### src/rtl/sort_4.sv
// Pipelined 4-input unsigned sorter: a registered 5-comparator network in three
// compare-exchange stages, with a valid bit that travels alongside each stage.
module sort_4 #(
  parameter int WIDTH = 4
) (
  input  logic             clk,
  input  logic             rst_n,
  input  logic             in_valid,
  input  logic [WIDTH-1:0] a,
  input  logic [WIDTH-1:0] b,
  input  logic [WIDTH-1:0] c,
  input  logic [WIDTH-1:0] d,
  output logic             out_valid,
  output logic [WIDTH-1:0] ra,
  output logic [WIDTH-1:0] rb,
  output logic [WIDTH-1:0] rc,
  output logic [WIDTH-1:0] rd
);

  function automatic logic [WIDTH-1:0] cx_lo(input logic [WIDTH-1:0] x, input logic [WIDTH-1:0] y);
    return (x < y) ? x : y;
  endfunction

  function automatic logic [WIDTH-1:0] cx_hi(input logic [WIDTH-1:0] x, input logic [WIDTH-1:0] y);
    return (x < y) ? y : x;
  endfunction

  logic             vld_p1, vld_p2;
  logic [WIDTH-1:0] l1_p1, h1_p1, l2_p1, h2_p1;
  logic [WIDTH-1:0] mn_p2, m1_p2, m2_p2, mx_p2;

  // Stage 1: order each input pair
  always_ff @(posedge clk) begin
    if (!rst_n) begin
      vld_p1 <= 1'b0;
      l1_p1  <= '0;
      h1_p1  <= '0;
      l2_p1  <= '0;
      h2_p1  <= '0;
    end else begin
      vld_p1 <= in_valid;
      if (in_valid) begin
        l1_p1 <= cx_lo(a, b);
        h1_p1 <= cx_hi(a, b);
        l2_p1 <= cx_lo(c, d);
        h2_p1 <= cx_hi(c, d);
      end
    end
  end

  // Stage 2: global min/max settle; the two middle candidates remain unordered
  always_ff @(posedge clk) begin
    if (!rst_n) begin
      vld_p2 <= 1'b0;
      mn_p2  <= '0;
      m1_p2  <= '0;
      m2_p2  <= '0;
      mx_p2  <= '0;
    end else begin
      vld_p2 <= vld_p1;
      if (vld_p1) begin
        mn_p2 <= cx_lo(l1_p1, l2_p1);
        m1_p2 <= cx_hi(l1_p1, l2_p1);
        m2_p2 <= cx_lo(h1_p1, h2_p1);
        mx_p2 <= cx_hi(h1_p1, h2_p1);
      end
    end
  end

  // Stage 3: order the middle pair straight into the output registers
  always_ff @(posedge clk) begin
    if (!rst_n) begin
      out_valid <= 1'b0;
      ra        <= '0;
      rb        <= '0;
      rc        <= '0;
      rd        <= '0;
    end else begin
      out_valid <= vld_p2;
      if (vld_p2) begin
        ra <= mn_p2;
        rb <= cx_lo(m1_p2, m2_p2);
        rc <= cx_hi(m1_p2, m2_p2);
        rd <= mx_p2;
      end
    end
  end

endmodule

### config.mk
export PLATFORM = sky130hd
export DESIGN_NAME = sort_4
export DESIGN_NICKNAME = d
export VERILOG_FILES = /design/src/rtl/sort_4.sv
export SDC_FILE = /design/constraint.sdc
export NUM_CORES = 1
export LEC_CHECK = 0
export CAP_MARGIN = 10
export CORE_MARGIN = 2
export CORE_UTILIZATION = 45
export DETAILED_ROUTE_END_ITERATION = 6
export DONT_BUFFER_PORTS = 1
export GPL_TIMING_DRIVEN = 0
export PLACE_DENSITY = 0.69
export SLEW_MARGIN = 20
export SYNTH_ARGS = -nofsm -noshare
export SYNTH_HDL_FRONTEND = slang
export SYNTH_SLANG_ARGS = --single-unit
### constraint.sdc
create_clock -name clk -period 3.5 [get_ports clk]
set_input_delay 0.7 -clock clk [delete_from_list [all_inputs] [get_ports clk]]
set_output_delay 0.7 -clock clk [all_outputs]
set_load 0.05 [all_outputs]
==> results.md, run 1 <==
- Clk_lat worst skew: 0.31 ns
- Area Growth Syn to Fin: 7.46%
- Top Family by Delay on Critical Path: compound AO/OA/AOI/OAI gates
- Initial antenna violation count: 0
- Synth area leader: dfxtp_1
- Final nets: about 320
- Worst Path Max Fanout: 6
- DRT iter0 DRCs: 56
- Share of layout cells above drive strength 1: 5.45%
- Vias per std cell: approximately 5.3
- Worst R2R Setup Slack: between 1 and 1.5 ns
- Non-Filler Instances: 347
- Root Buffer: clkbuf_8
- WP data arrival: between 2 and 2.5 ns
- R2R depth: 6
- Setup TNS after final layout: 0 ns
- DRC viols: 0
- Worst hold path type: reg2reg
- Peak Freq: roughly 480 MHz
- Die H: 80.0 um
- Buffers on Ports: 0
- Fin crit period: roughly 2.1 ns
- Dominant synthesized flop cell: dfxtp_1
- Fillers: about 550
- CTS sink cnt: just over 50
- # H-tree levels: 2
- Peak VDD IR: around 0.00019 V
- Dpl hpwl: approximately 3700 um
- Area after DPL: 2690 um^2
- Multi-input logic area: 1440 um^2
- Post-synthesis sequential area ratio: between 30% and 40%
- Total power: ~1.2 mW
- CTS tree: yes
- Max-Cap Viols: 0
- Die area: 6400 um^2
- Mapped Nets: around 310
- Final period util: approximately three fifths
- Worst slew margin: 53.9%
- Drt pass-1 iters: 4
- Critical Path Start Type: flip-flop
- Row count: 27
- Critical path, cell by cell: inv_1 > ha_1 > nand2b_1 > o311ai_2 > mux2i_1 > a21oi_1
- RSZ-0062 raised after global routing: no
- Placeable Area: approximately 5500 um^2
- Die Width: between 80 and 90 um
- Overall via count from detail_route: 1832
- Crit-path slowest cell: o311ai_2
- Yosys cell types: 19
- Cells after Synth: around 270
- Max clock buf depth: 2
- Clock slew at reported path FFs: around 0.09 ns
- CP bufs+invs: 1
- Max-slew violations: 0
- Overflow after GRT: 0
- Worst Hold Path EP: ra[1]
- Synthesized area: between 2000 and 3000 um^2
- Crit Path Class: reg2reg
- Leak pwr: between 1 and 1.5 nW
- Status: completed
- Post_cts resized: 0
- GPL Wtd Cong: 0.763
- Largest net degree at the start of global routing: 16
- Hold_sp: mn_p2[1]
- Total wire length: a little under 5000 um
- Vias in the first global route: ~1700
- Number of setup buffers added after CTS: 0
- TritonCTS buffer count: 5
- Placed cell count: 339
- Endpoints failing hold: 0
- Layout Cell Area excl Fill: about 2800 um^2
- Register area: around 1000 um^2
- Share of the synthesized area in the top cell type: 39.3%
- R2R Path End: m1_p2[1]
- Worst Tran Pin Value: slightly below 0.7 ns
- Critical R2R Launch: l1_p1[3]
- Ys async rst share: 0%
- Post-synth EDFFs: 0
- Seq cells post-synth: approximately 50
- Clock Skew: between 0.004 and 0.005 ns
- IO Pins: 36
- Hold depth: 2
- Initial Util: between 40% and 50%
- CP endpoint kind: flip-flop
- Critical Path Max Stage Delay: between 0.6 and 0.7 ns
- Pwr/cell area: between 400 and 500 nW/um^2
- CP required: roughly 3.7 ns
- CTS Hold Buffers Added: 0
- Syn Area/Cell: 9.74 um^2
- Top cells by area, synth: dfxtp_1, mux2i_1, ha_1, a21oi_1, o21ai_0
- First-pass GRT wire length: ~8000 um
- Remaining antenna violation count: 0
- Diode count: 0
- Count leader, synth: dfxtp_1
- Synth top cells by count: dfxtp_1, mux2i_1, a21oi_1, o21ai_0, ha_1
- Routed len/inst: 14.1 um
- Total global-route track usage: 16.3%
- Setup violators final: 0
- Synth warnings: 0
-- worst reg2reg max path: cells and delay by family, from the launching register on --
kind                     cells  cell delay (ns)
AO/OA/AOI/OAI                2             0.72
flip-flops                   1             0.40
multiplexers                 1             0.33
adder cells (fa/ha/maj)      1             0.31
AND/OR/NAND/NOR              1             0.16
buffers and inverters        1             0.06
-- how the worst max path moves through the flow --
stage               cells past startpoint      from  slack [ns]        to
floorplan                               6      b[1]        1.30  h1_p1[0]
global placement                        6      b[1]        1.15  l1_p1[2]
detailed placement                      6      d[1]        1.14  l2_p1[0]
CTS                                     6  l1_p1[3]        1.40  m1_p2[1]
global route                            6  l1_p1[3]        1.28  m1_p2[1]
finish                                  6  l1_p1[3]        1.40  m1_p2[1]
-- cells in the final DEF (no fill, tap or decap), drive strengths merged --
master	count
nor3b	3
nand2b	6
nor2	3
clkinvlp	1
a311oi	2
mux2i	43
or3b	2
or2	2
buf	1
inv	23
o211a	5
ha	25
dfxtp	51
clkbuf	20
nor2b	17
and2	3
o311ai	3
o21ai	30
a21oi	30
nand2	5
-- where the power goes --
group	total (mW)	internal, mW	switching (mW)
Clock	0.376	0.180	0.196
Combinational	0.213	0.103	0.110
Sequential	0.659	0.612	0.0467
-- flip-flops by register name, summed over array words and instances, names as in the netlist --
signal,flops
h1_p1,4
h2_p1,4
l1_p1,4
l2_p1,4
m1_p2,4
m2_p2,4
mn_p2,4
mx_p2,4
out_valid,1
ra,4
rb,4
rc,4
rd,4
vld_p1,1
vld_p2,1
-- metrics by stage --
| step | setup WS [ns] | hold slack (ns) | util (%) |
|---|---|---|---|
| after floorplan | 1.30 | 0.472 | - |
| after global placement | 1.15 | 0.494 | 48.6 |
| after detailed placement | 1.14 | 0.507 | 48.6 |
| after CTS | 1.40 | 0.514 | 50.4 |
| after global routing | 1.28 | 0.514 | 50.4 |
| final | 1.40 | 0.520 | 50.4 |
-- layout make-up --
class	count	area share, %
Multi-Input combinational cell	179	51.5
Clock buffer	7	3.45
Sequential cell	51	36.5
Clock inverter	1	0.269
Buffer	14	1.88
Tap cell	72	3.22
Inverter	23	3.09
-- kinds of logic (layout without fill, tap and decap cells) --
logic type      after synthesis  after routing  share of synthesized area [%]
compound gates               70             70                           17.4
fa+ha+maj                    25             25                           12.0
buf+inv                      37             45                           5.34
flops                        51             51                           39.3
mux                          43             43                           16.6
simple gates                 41             41                           9.43
-- per-layer routing --
layer / track usage [%] / routed length, um / vias to the layer above
li1: - / - / 934
met1: 20.7 / 2380 / 846
met2: 25.5 / 2140 / 46
met3: 5.43 / 295 / 6
met4: 6.44 / 77 / 0
met5: 0 / 0 / -
No activity file was read; power rests on OpenSTA's default activity.
==> run 2: changes to the inputs <==
==> constraint.sdc (replaced) <==
create_clock -name clk -period 2.2 [get_ports clk]
set_input_delay 0.44 -clock clk [delete_from_list [all_inputs] [get_ports clk]]
set_output_delay 0.44 -clock clk [all_outputs]
set_load 0.05 [all_outputs]
==> results.md, run 2 (synthesis gave the netlist of run 1 again) <==
- Vias in the first global route: 1740
- Clock slew at reported path FFs: roughly 0.090 ns
- DRC viols: 0
- Setup TNS after final layout: 0 ns
- Critical R2R Launch: m1_p2[3]
- Routed len/inst: between 10 and 15 um
- Pwr/cell area: about 710 nW/um^2
- Final period util: between 90% and 100%
- Flop pwr share: between 50% and 60%
- Placeable Area: 5540 um^2
- Buffers on Ports: 0
- Sw frac: 28.2%
- Switch Pwr: between 0.5 and 0.6 mW
- Fin crit period: 2.03 ns
- Critical path origin: m1_p2[3]
- Worst Path Max Fanout: 6
- Worst Tran Pin Value: 0.700 ns
- Endpoints failing hold: 0
- Layout Cell Area excl Fill: about 2800 um^2
- RSZ-0062 raised after global routing: no
- Die H: approximately 80 um
- Clock Skew: 0.00470 ns
- Largest net degree at the start of global routing: 16
- # H-tree levels: 2
- Clk_lat worst skew: around 0.31 ns
- Dpl hpwl: 3730 um
- Critical Path Start Type: flip-flop
- Die area: about 6400 um^2
- Total wire length: 4900 um
- Drt pass-1 iters: 4
- Total global-route track usage: between 10% and 20%
- Peak VDD IR: 0.000299 V
- Fillers: roughly 550
- Max-Cap Viols: 0
- Final Hold Slack: around 0.27 ns
- Comb power frac: 17.4%
- Hold_sp: rst_n
- Most frequent cells in the layout: dfxtp_1, mux2i_1, o21ai_0, a21oi_1, ha_1
- Commonest non-fill, non-tap cell in the layout: dfxtp_1
- Root Buffer: clkbuf_8
- Diode count: 0
- CP required: approximately 2.4 ns
- Worst hold path type: in2reg
- Initial antenna violation count: 0
- Final nets: 318
- Area Growth Syn to Fin: 7.84%
- Setup violators final: 0
- CTS tree: yes
- IO Pins: 36
- CTS sink cnt: just over 50
- CP endpoint kind: flip-flop
- Place WS: between 0.09 and 0.1 ns
- Clk pwr share: between 20% and 30%
- Remaining antenna violation count: 0
- DRT iter0 DRCs: 55
- Initial Util: between 40% and 50%
- GPL Wtd Cong: between 0.7 and 0.8
- Crit Path Class: reg2reg
- Max-slew violations: 0
- Share of layout cells above drive strength 1: approximately 5.5%
- TritonCTS buffer count: 5
- Max clock buf depth: 2
- P_int: about 1.4 mW
- Status: completed
- Die Width: ~80 um
- Peak Freq: 493 MHz
- Final WS setup: approximately 0.17 ns
- Row count: 27
- Vias per std cell: 5.28
- Worst slew margin: between 50% and 60%
- WP data arrival: 2.21 ns
- First-pass GRT wire length: around 8000 um
- Area after DPL: roughly 2700 um^2
- Overall via count from detail_route: roughly 1800
- Leak pwr: around 1.2 nW
- Overflow after GRT: 0
-- run 2: layout make-up --
cell class	count	area, um^2	area share [%]
clock inverters	1	7.51	0.268
clock buffers	7	96.3	3.44
inverters	23	86.3	3.08
flip-flops and latches	51	1020	36.4
multi-input cells	179	1450	51.7
well taps	72	90.1	3.21
plain buffers	14	52.6	1.87
-- run 2: what timing repair did --
action | in CTS | in global routing
setup endpoints to repair | 0 | 1
resized for setup | 0 | 1
hold buffers | 0 | 0
buffers inserted | 0 | 0
-- run 2: worst paths after layout --
kind,slack [ns],to,cells after the start
setup / recovery,0.17,rc[0],6
hold reg to reg,0.52,mx_p2[3],1
hold / removal,0.27,rd[3],1
setup reg to reg,0.17,rc[0],6
-- run 2: routing by layer --
metal | vias up | share of wire, % | track usage [%]
met1 | 850 | 49 | 20.7
met2 | 44 | 44 | 25.5
li1 | 933 | - | -
met4 | 0 | 1.6 | 6.44
met3 | 6 | 5.8 | 5.43
met5 | - | 0 | 0
-- run 2: stage by stage --
| step | util [%] | instances | power (mW) |
|---|---|---|---|
| global route | 50.6 | 347 | 2.09 |
| CTS | 50.4 | 347 | 2.01 |
| floorplan | - | 267 | 1.34 |
| global placement | 48.6 | 339 | 1.40 |
| detailed placement | 48.6 | 339 | 1.41 |
| finish | 50.6 | 347 | 1.99 |
-- run 2: worst max-delay path, cell delays in order (launching register included) --
cell      delay, ns
dfxtp_1        0.39
inv_1          0.06
ha_1           0.31
nand2b_1       0.16
o311ai_2       0.65
mux2i_1        0.26
a21oi_1        0.09
-- run 2: power by group through the flow --
stage          Sequential (mW)  Clock (mW)  Combinational, mW
2_1_floorplan             1.06           0              0.286
3_3_place_gp              1.07           0              0.332
3_5_place_dp              1.07           0              0.341
4_1_cts                   1.05       0.613              0.343
5_1_grt                   1.06       0.648              0.388
6_report                  1.05       0.595              0.346
==> run 3: changes to the inputs <==
--- a/config.mk
+++ b/config.mk
@@ -11,7 +11,7 @@
 export DETAILED_ROUTE_END_ITERATION = 6
 export DONT_BUFFER_PORTS = 1
 export GPL_TIMING_DRIVEN = 0
-export PLACE_DENSITY = 0.69
+export PLACE_DENSITY_LB_ADDON = 0.08
 export SLEW_MARGIN = 20
 export SYNTH_ARGS = -nofsm -noshare
 export SYNTH_HDL_FRONTEND = slang
==> results.md, run 3 (synthesis gave the netlist of run 1 again) <==
- Status: completed
- Endpoints failing hold: 0
- Vias in the first global route: approximately 1700
- Final core utilization: between 50% and 60%
- Diode count: 0
- Critical path, cell by cell: inv_1 > ha_1 > nand2b_1 > o311ai_2 > mux2i_1 > a21oi_1
- Commonest non-fill, non-tap cell in the layout: dfxtp_1
- Root Buffer: clkbuf_8
- Largest net degree at the start of global routing: 16
- Worst Path Max Fanout: 6
- Clock Skew: ~0.013 ns
- Initial Util: about 47%
- CTS tree: yes
- Fin crit period: roughly 2 ns
- Die Width: 80.0 um
- Area after DPL: around 2700 um^2
- Max-slew violations: 0
- Overall via count from detail_route: between 1500 and 2000
- Crit-path slowest cell: o311ai_2
- Share of layout cells above drive strength 1: under 10%
- IO Pins: 36
- Place WS: about 0.11 ns
- Peak Freq: a little under 500 MHz
- Buffers on Ports: 0
- RSZ-0062 raised after global routing: no
- Total wire length: 4880 um
- Total power: between 2 and 2.5 mW
- Layout Cell Area excl Fill: around 2800 um^2
- Die area: 6400 um^2
- Routed len/inst: 14.1 um
- Clock slew at reported path FFs: 0.09 ns
- TritonCTS buffer count: 5
- Clk_lat worst skew: 0.31 ns
- Row count: 27
- Non-Filler Instances: approximately 350
- DRT iter0 DRCs: 78
- Setup violators final: 0
- Pwr/cell area: 761 nW/um^2
- Die H: 80.0 um
- Top Family by Delay on Critical Path: compound AO/OA/AOI/OAI gates
- Final nets: between 300 and 400
- Placed cell count: 339
- Dpl hpwl: about 3700 um
- Total global-route track usage: between 10% and 20%
- Max clock buf depth: 2
- CP endpoint kind: flip-flop
- Critical Path Max Stage Delay: 0.65 ns
- Worst hold path type: in2reg
- Most frequent cells in the layout: dfxtp_1, mux2i_1, o21ai_0, a21oi_1, ha_1
- Final period util: about 93%
- CP required: about 2.4 ns
- Final WS setup: around 0.15 ns
- Peak VDD IR: about 0.00034 V
- # H-tree levels: 2
- Leak pwr: around 1.2 nW
- Critical Path Start Type: flip-flop
- Vias per std cell: between 5 and 6
- Final Hold Slack: roughly 0.26 ns
- Drt pass-1 iters: 4
- Max-Cap Viols: 0
- Placeable Area: 5540 um^2
- DRC viols: 0
- CTS sink cnt: 51
- Worst slew margin: 53.1%
- Remaining antenna violation count: 0
- Worst Tran Pin Value: roughly 0.70 ns
- WP data arrival: about 2.2 ns
- Crit Path Class: reg2reg
- CP bufs+invs: 1
- Overflow after GRT: 0
- GPL Wtd Cong: ~0.76
- Setup TNS after final layout: 0 ns
- Area Growth Syn to Fin: 9.34%
- Initial antenna violation count: 0
- First-pass GRT wire length: 8100 um
run 3: cell types whose count changed in the layout (fill, tap and decap cells not counted):
cell	previous run	this run
bufinv_16	0	2
clkbuf_1	13	14
clkbuf_8	7	5
clkinvlp_4	1	0
o311ai_2	2	1
o311ai_4	1	2
run 3: where the power goes:
part	switching [mW]	total (mW)	internal (mW)
Sequential	0.0758	1.05	0.974
Clock	0.305	0.760	0.454
Combinational	0.182	0.352	0.171
Total	0.563	2.16	1.60
run 3: area by class of cell:
type	count	area [um^2]
Multi-Input combinational cell	179	1460
Buffer	14	52.6
Clock inverter	2	60.1
Inverter	23	86.3
Fill cell	567	2700
Tap cell	72	90.1
Clock buffer	6	72.6
Sequential cell	51	1020
run 3: final timing paths:
| check | start | end | slack, ns | cells past startpoint |
|---|---|---|---|---|
| max reg2reg | m1_p2[3] | rb[2] | 0.15 | 6 |
| max | m1_p2[3] | rb[2] | 0.15 | 6 |
| min reg2reg | mx_p2[3] | mx_p2[3] | 0.51 | 1 |
| min | rst_n | rd[3] | 0.26 | 1 |
run 3: routing by layer:
| layer | track usage (%) | vias to the layer above | wire [um] |
|---|---|---|---|
| li1 | - | 940 | - |
| met1 | 21.6 | 831 | 2360 |
| met2 | 26.3 | 37 | 2220 |
| met3 | 3.73 | 8 | 206 |
| met4 | 6.61 | 0 | 85 |
| met5 | 0 | - | 0 |
run 3: timing repair:
item,CTS,global route
resized for setup,0,2
buffers inserted,0,0
setup endpoints to repair,0,5
hold buffers,0,0
